==> src/rtl/frame_store_pkg.sv <==
// rtl/frame_store_pkg.sv - shared types and constants for the frame-store responder
package frame_store_pkg;

  localparam int DE_ADDR_W = 18;
  localparam int DE_DATA_W = 32;
  localparam int DE_LANES  = 4;

  // All byte enables inactive: a write that touches no lane.
  localparam logic [DE_LANES-1:0] NBYTE_NONE = 4'b1111;

  typedef enum logic [1:0] {
    ST_IDLE,
    ST_FLUSH,
    ST_RD_WAIT
  } state_t;

endpackage

==> src/rtl/frame_store_merge.sv <==
// rtl/frame_store_merge.sv - combinational byte-lane merge into the write-combining buffer
module frame_store_merge
  import frame_store_pkg::*;
(
  input  logic [DE_DATA_W-1:0] buf_data,
  input  logic [DE_LANES-1:0]  buf_be_n,
  input  logic [DE_DATA_W-1:0] de_w_data,
  input  logic [DE_LANES-1:0]  de_nbyte,
  output logic [DE_DATA_W-1:0] merged_data,
  output logic [DE_LANES-1:0]  merged_be_n
);

  // Each enabled lane replaces the buffered byte and is marked as written.
  always_comb begin
    merged_data = buf_data;
    merged_be_n = buf_be_n;
    for (int i = 0; i < DE_LANES; i++) begin
      if (!de_nbyte[i]) begin
        merged_data[8*i +: 8] = de_w_data[8*i +: 8];
        merged_be_n[i]        = 1'b0;
      end
    end
  end

endmodule

==> src/rtl/frame_store_responder.sv <==
// rtl/frame_store_responder.sv - drawing-engine frame-store responder with one-entry write combining
module frame_store_responder
  import frame_store_pkg::*;
#(
  parameter int RD_LAT = 2
) (
  input  logic                 clk,
  input  logic                 rst,
  input  logic                 de_req,
  output logic                 de_ack,
  input  logic [DE_ADDR_W-1:0] de_addr,
  input  logic [DE_LANES-1:0]  de_nbyte,
  input  logic                 de_rnw,
  input  logic [DE_DATA_W-1:0] de_w_data,
  output logic [DE_DATA_W-1:0] de_r_data,
  output logic                 dirty,
  output logic [DE_ADDR_W-1:0] sram_addr,
  output logic [DE_DATA_W-1:0] sram_wdata,
  output logic [DE_LANES-1:0]  sram_be_n,
  output logic                 sram_we,
  output logic                 sram_re,
  input  logic [DE_DATA_W-1:0] sram_rdata
);

  localparam int CNT_W = $clog2(RD_LAT + 1);
  localparam logic [CNT_W-1:0] CNT_LOAD = CNT_W'(RD_LAT);

  state_t state, state_next;

  logic                 buf_valid;
  logic [DE_ADDR_W-1:0] buf_addr;
  logic [DE_DATA_W-1:0] buf_data;
  logic [DE_LANES-1:0]  buf_be_n;
  logic [CNT_W-1:0]     cnt;

  logic [DE_DATA_W-1:0] merged_data;
  logic [DE_LANES-1:0]  merged_be_n;

  logic go_flush;
  logic go_read;
  logic take_write;
  logic read_done;

  assign dirty = buf_valid;

  frame_store_merge u_merge (
    .buf_data    (buf_data),
    .buf_be_n    (buf_be_n),
    .de_w_data   (de_w_data),
    .de_nbyte    (de_nbyte),
    .merged_data (merged_data),
    .merged_be_n (merged_be_n)
  );

  // State register.
  always_ff @(posedge clk or posedge rst) begin
    if (rst) state <= ST_IDLE;
    else     state <= state_next;
  end

  // Next-state decode; the ack cycle is a dead cycle so a held request is taken once.
  always_comb begin
    state_next = state;
    go_flush   = 1'b0;
    go_read    = 1'b0;
    take_write = 1'b0;
    read_done  = 1'b0;
    case (state)
      ST_IDLE: begin
        if (de_ack) begin
          state_next = ST_IDLE;
        end else if (de_req) begin
          if (de_rnw) begin
            if (buf_valid) begin
              go_flush   = 1'b1;
              state_next = ST_FLUSH;
            end else begin
              go_read    = 1'b1;
              state_next = ST_RD_WAIT;
            end
          end else if (!buf_valid || de_addr == buf_addr) begin
            take_write = 1'b1;
          end else begin
            go_flush   = 1'b1;
            state_next = ST_FLUSH;
          end
        end else if (buf_valid) begin
          go_flush   = 1'b1;
          state_next = ST_FLUSH;
        end
      end
      ST_FLUSH: state_next = ST_IDLE;
      ST_RD_WAIT: begin
        if (cnt == '0) begin
          read_done  = 1'b1;
          state_next = ST_IDLE;
        end
      end
      default: state_next = ST_IDLE;
    endcase
  end

  // Datapath: buffer, SRAM command registers, latency counter and read return.
  always_ff @(posedge clk or posedge rst) begin
    if (rst) begin
      buf_valid  <= 1'b0;
      buf_addr   <= '0;
      buf_data   <= '0;
      buf_be_n   <= NBYTE_NONE;
      cnt        <= '0;
      de_ack     <= 1'b0;
      de_r_data  <= '0;
      sram_addr  <= '0;
      sram_wdata <= '0;
      sram_be_n  <= NBYTE_NONE;
      sram_we    <= 1'b0;
      sram_re    <= 1'b0;
    end else begin
      de_ack  <= take_write | read_done;
      sram_we <= go_flush;
      sram_re <= go_read;

      if (go_flush) begin
        sram_addr  <= buf_addr;
        sram_wdata <= buf_data;
        sram_be_n  <= buf_be_n;
      end

      if (go_read) begin
        sram_addr <= de_addr;
        cnt       <= CNT_LOAD;
      end else if (state == ST_RD_WAIT && cnt != '0) begin
        cnt <= cnt - 1'b1;
      end

      if (state == ST_FLUSH) begin
        buf_valid <= 1'b0;
        buf_be_n  <= NBYTE_NONE;
      end

      // A write with no enabled lane is acknowledged but leaves the buffer alone.
      if (take_write && de_nbyte != NBYTE_NONE) begin
        buf_valid <= 1'b1;
        buf_addr  <= de_addr;
        buf_data  <= merged_data;
        buf_be_n  <= merged_be_n;
      end

      if (read_done) de_r_data <= sram_rdata;
    end
  end

endmodule

==> config.mk <==
export PLATFORM = sky130hd
export DESIGN_NAME = frame_store_responder
export DESIGN_NICKNAME = d
export VERILOG_FILES = /design/src/rtl/frame_store_pkg.sv /design/src/rtl/frame_store_merge.sv /design/src/rtl/frame_store_responder.sv
export SDC_FILE = /design/constraint.sdc
export NUM_CORES = 1
export LEC_CHECK = 0
export CELL_PAD_IN_SITES_DETAIL_PLACEMENT = 1
export CELL_PAD_IN_SITES_GLOBAL_PLACEMENT = 2
export CORE_ASPECT_RATIO = 0.8
export CORE_UTILIZATION = 32
export CTS_CLUSTER_SIZE = 40
export DETAILED_ROUTE_END_ITERATION = 6
export GPL_ROUTABILITY_DRIVEN = 0
export GPL_TIMING_DRIVEN = 0
export PLACE_DENSITY = 0.9
export SLEW_MARGIN = 0
export SYNTH_ARGS = -nofsm -noshare
export SYNTH_HDL_FRONTEND = slang
export SYNTH_SLANG_ARGS = --single-unit
==> constraint.sdc <==
create_clock -name clk -period 6 [get_ports clk]
set_input_delay 0.6 -clock clk [delete_from_list [all_inputs] [get_ports clk]]
set_output_delay 0.6 -clock clk [all_outputs]
set_load 0.02 [all_outputs]
Word level (Yosys, flattened, before mapping)
Cells that the tools add are included.

word-level totals
  ROM bits = 0
  output and inout bits = 90
  input port bits = 90
  memories = 0
  bits in writable memories = 0
  flip-flop bits (word level) = 148
  bits in latches = 0
  logic and storage cells = 93

operators by class
  multipliers = 0
  order comparisons = 0
  bitwise logic cells = 5
  reduce and logical (&&, ||, !) cells = 19
  eq/ne operators = 11
  muxes and demuxes = 38
  $add $sub $neg = 1
  divide/modulo/power cells = 0
  shift operators = 0

operator list
  kind                                                 count
  two-way mux 18 bit                                   2
  two-way mux 1 bit                                    24
  equality test 18 bit                                 1
  two-way mux 2 bit                                    9
  AND reduction 2 bit                                  8
  inequality test 2 bit, second input constant         5
  two-way mux 4 bit                                    2
  inequality test 4 bit, second input constant         2
  nonzero test 2 bit                                   4
  inequality test 5 bit, second input constant         1
  zero test 2 bit                                      2
  NOT 1 bit                                            4
  case mux 2 bit (2 select lines)                      1
  AND reduction 3 bit                                  1
  equality test 2 x 1 -> 1 bit, second input constant  1
  equality test 2 bit, second input constant           1
  logical AND 1 bit                                    2
  subtractor 2 x 1 -> 2 bit, second input constant     1
  zero test 1 bit                                      1
  logical OR 1 bit                                     1
  OR 1 bit                                             1

Logic depth before layout (Yosys ltp)
  depth after elaboration = 10
  mapped depth = 8
  gate-level depth less buffers = 5

Hierarchy
Synthesis repeated with hierarchy kept, for this count alone.

unflattened totals
  cells, all modules = 448
  area, all modules = 6,606.3 µm²

by module, submodules not included
  module                 instances  seq. area each (µm²)  area each (µm²)  cells each
  frame_store_responder  1          3,713.6               6,050.8          408
  frame_store_merge      1          0.0                   555.5            40

Least setup slack after synthesis
Ideal clock, no wire load.

  path kind = input port to flip-flop
  start = in de_addr[9]
  end = reg buf_data[10]
  path buffers = 0
  required time = 5.875 ns
  arrival time = 2.263 ns
  stages = 5
  library setup time = 0.125 ns
  setup slack = 3.612 ns
  path through = xor2_1 > nor4_1 > nand3_2 > o41ai_4 > mux2_2

on the way
  word-level cells in the longest chain between the ends = 9

ends and longest elaborated chain
  what                           RTL line                      RTL
  from (decl)                    frame_store_responder.sv:11   input logic [DE_ADDR_W-1:0] de_addr,
  equality test 18 bit           frame_store_responder.sv:81   end else if (!buf_valid || de_addr == buf_addr) begin
  logical OR 1 bit               frame_store_responder.sv:81
  two-way mux 1 bit              frame_store_responder.sv:81
  two-way mux 1 bit              frame_store_responder.sv:73   if (de_rnw) begin
  two-way mux 1 bit              frame_store_responder.sv:72   end else if (de_req) begin
  two-way mux 1 bit              frame_store_responder.sv:70   if (de_ack) begin
  two-way mux 1 bit              frame_store_responder.sv:68   case (state)
  logical AND 1 bit              frame_store_responder.sv:142  if (take_write && de_nbyte != NBYTE_NONE) begin
  AND reduction 2 bit (no line)  --
  to (signal assigned)           frame_store_responder.sv:145  buf_data <= merged_data;
  to (decl)                      frame_store_responder.sv:32   logic [DE_DATA_W-1:0] buf_data;

Every way passes these cells.
A chain may end at the register's enable or synchronous reset.

Worst setup path after layout
  start = in de_addr[5]
  end = reg sram_addr[13]

on the way
  word-level cells in the longest chain between the ends = 8

ends and longest elaborated chain
  what                          RTL line                      RTL
  equality test 18 bit          frame_store_responder.sv:81
  logical OR 1 bit              frame_store_responder.sv:81
  two-way mux 1 bit             frame_store_responder.sv:81
  two-way mux 1 bit             frame_store_responder.sv:73
  two-way mux 1 bit             frame_store_responder.sv:72
  two-way mux 1 bit             frame_store_responder.sv:70
  two-way mux 1 bit             frame_store_responder.sv:68
  nonzero test 2 bit (no line)  --
  to (signal assigned)          frame_store_responder.sv:124  sram_addr <= buf_addr;
  to (signal assigned)          frame_store_responder.sv:130  sram_addr <= de_addr;
  to (decl)                     frame_store_responder.sv:17   output logic [DE_ADDR_W-1:0] sram_addr,

Every way passes these cells.

==> results.py <==
metrics = {
    "status": {
        "status": "complete, no violations",
    },
    "cts": {
        "cts_made_buffers": 17,
        "ctsHoldBuffers": 0,
        "cts.path.max_buffers": 2,
        "h-tree-depth": 4,
        "cts-resized-gates": 0,
        "post_cts_buffers": 0,
        "cts-root-buf": "clkbuf_16",
        "cts.reportedPaths.clkPinSlew_ns": 0.06,
        "cts_tree": "yes",
        "cts.sinks": 148,
        "worstSkewPairLatency_ns": 0.42,
    },
    "drt": {
        "vias": 5254,
        "dr.pass1.iters": 4,
        "via_per_inst": 5.21,
        "drt_first_iter_violations": 300,
        "antenna_left": 0,
        "drc": 0,
        "wl_per_cell_um": 19.8,
        "wl_mm": 20.0,
    },
    "timing": {
        "rsz0062_at_grt": "false",
        "drv_slew": 0,
        "max_slew_margin": 0.488,
        "finalClockSkew_ns": 0.0110,
        "setup_viol": 0,
        "worstMarginPinSlew_ns": 0.766,
        "max_freq_mhz": 322,
        "hold_viol_final": 0,
        "finalCritPeriodShare": 0.517,
        "finalCriticalPeriod_ns": 3.10,
    },
    "yosys": {
        "synthFlopType": "dfrtp_1",
        "synth_area_mm2": 0.00671,
        "synthDistinctLibCells": 34,
        "ys_warn_count": 0,
        "ys_ff_latch": 148,
        "synth-async-reset-ratio": 1.00,
        "netlist_instances": 533,
        "avgSynthCellArea_um2": 12.6,
        "synthesis.nets": 624,
        "yosysSeqAreaShare": 0.553,
        "synth_edf_count": 0,
    },
    "power": {
        "fin_total_pwr_mw": 5.31,
        "power.density_mw_per_mm2": 560,
        "vdd_ir_drop_max_mv": 0.269,
        "p_leak_nw": 3.85,
    },
    "hold_path": {
        "hold_class": "register to register",
    },
    "cells_and_area": {
        "stdcell_area_mm2": 0.00949,
        "mostFrequentLayoutCell": "clkdlybuf4s50_1",
        "final_cell_mix": "179 x clkdlybuf4s50_1, 140 x dfrtp_1, 96 x mux2_2",
        "syn2layout_area_growth_pct": 41.3,
        "instances_no_fill": 1009,
        "antenna_cells": 0,
        "post_route_cells_drive_above_1_share": 0.201,
        "final_nets": 823,
        "nFillCells": 2057,
        "postLayoutCoreUtil": 0.470,
    },
    "floorplan": {
        "core_area_mm2": 0.0202,
        "dieArea_mm2": 0.0216,
        "die-height_um": 132,
        "pin_count": 180,
        "num_rows": 46,
        "start_util": 0.332,
        "die_x_um": 164,
    },
    "worst_setup_path": {
        "criticalPathCategory": "primary input to register",
        "cp-end-kind": "register",
        "arrival_ns": 3.37,
        "timing.critical_path.mode_cell": "clkbuf_1",
        "start_kind": "primary input",
        "cp.required_ns": 6.27,
        "crit_slowest_cell": "o311ai_0",
        "slowest_delay_ns": 0.48,
        "crit_path_max_fanout": 10,
        "path_cells": "clkdlybuf4s50_1, xor2_1, nor4_1, nand3_2, clkbuf_1, clkbuf_1, o311ai_0, o211ai_1",
    },
    "placement": {
        "dpl_cell_area_mm2": 0.00887,
        "port_buffers": 179,
        "dpl.cell_count": 977,
        "hpwlAfterDp_mm": 14.6,
    },
    "global_route": {
        "antenna_found_initial": 0,
        "grt_pass1_vias": 5918,
        "grt_max_degree": 81,
        "grt_first_pass_wirelength_mm": 32.6,
        "grt.total_usage": 0.196,
        "gr-total-overflow": 0,
    },
    "job": {
        "cap_violations": 0,
    },
}
## metal layers
layer	GRT usage	vias to the layer above	wire length, um
met4	0.0556	0	235
li1	-	2364	-
met2	0.324	185	9860
met1	0.242	2685	8370
met3	0.0634	20	1540
met5	0	-	0
## metrics by stage
stage	hold slack (ns)	TNS, ns	setup WS (ns)
final	0.478	0	2.90
after floorplan	0.452	0	1.43
after detailed placement	0.472	0	2.54
after global placement	0.463	-63.49	-0.463
after global routing	0.508	0	2.73
after CTS	0.482	0	2.92
## flip-flops by register name, summed over array words and instances (netlist names), 2 cells and up
signal      count
buf_data       32
state           2
de_r_data      32
cnt             2
buf_be_n        4
sram_be_n       4
sram_wdata     32
buf_addr       18
sram_addr      18
## where the power goes
group | switching [mW] | leakage [nW] | internal, mW
logic | 1.17 | 1.85 | 1.22
registers | 0.293 | 1.71 | 1.50
clock network | 0.442 | 0.292 | 0.676
## cell usage after synthesis (4+ instances only)
| master | n | area, um^2 |
|---|---|---|
| nand2_1 | 39 | 146 |
| or3_1 | 4 | 25.0 |
| mux2_2 | 96 | 1080 |
| a211o_1 | 18 | 158 |
| dfstp_2 | 8 | 210 |
| dfrtp_1 | 140 | 3500 |
| buf_6 | 5 | 56.3 |
| nor3_1 | 19 | 95.1 |
| o311ai_0 | 18 | 158 |
| clkbuf_1 | 31 | 116 |
| a221o_1 | 18 | 180 |
| and2_1 | 19 | 119 |
| o41ai_4 | 4 | 110 |
| nor4_1 | 22 | 138 |
| o211ai_1 | 19 | 143 |
| xor2_1 | 16 | 140 |
| mux2_1 | 4 | 45.0 |
| inv_1 | 26 | 97.6 |
## cell families after synthesis
family | synth area share
AO/OA/AOI/OAI | 0.120
adder cells (fa/ha/maj) | 0.00186
AND/OR/NAND/NOR | 0.0904
flip-flops | 0.553
buffers and inverters | 0.0418
multiplexers | 0.168
XOR/XNOR | 0.0248
## final timing paths
check | from | cells past startpoint | slack, ns | end
setup / recovery | de_addr[5] | 8 | 2.90 | sram_addr[13]$_DFFE_PP0P_
max in group asynchronous | rst | 3 | 4.49 | buf_be_n[3]$_DFFE_PP1P_
hold / removal | buf_be_n[2]$_DFFE_PP1P_ | 2 | 0.48 | buf_be_n[2]$_DFFE_PP1P_
min in group asynchronous | rst | 2 | 0.65 | de_r_data[12]$_DFFE_PP0P_
hold reg to reg | buf_be_n[2]$_DFFE_PP1P_ | 2 | 0.48 | buf_be_n[2]$_DFFE_PP1P_
setup reg to reg | buf_addr[5]$_DFFE_PP0P_ | 7 | 3.11 | sram_addr[13]$_DFFE_PP0P_
## critical path: cells and delay by family
kind | cells | cell delay [ns]
buffers and inverters | 3 | 1.13
and+or+nand+nor | 2 | 0.81
AOI/OAI and AO/OA | 2 | 0.64
xor gates and xnor gates | 1 | 0.19
## layout make-up
| class | count | area (um^2) | area share |
|---|---|---|---|
| tap | 264 | 330 | 0.0348 |
| inverter | 26 | 103 | 0.0108 |
| clock buffer | 20 | 447 | 0.0471 |
| clock inverter | 12 | 173 | 0.0182 |
| sequential | 148 | 3710 | 0.392 |
| buffer | 38 | 183 | 0.0193 |
| timing repair buffer | 180 | 1820 | 0.192 |
| multi-input combinational | 321 | 2720 | 0.287 |
Power figures use the tool's default switching activity.
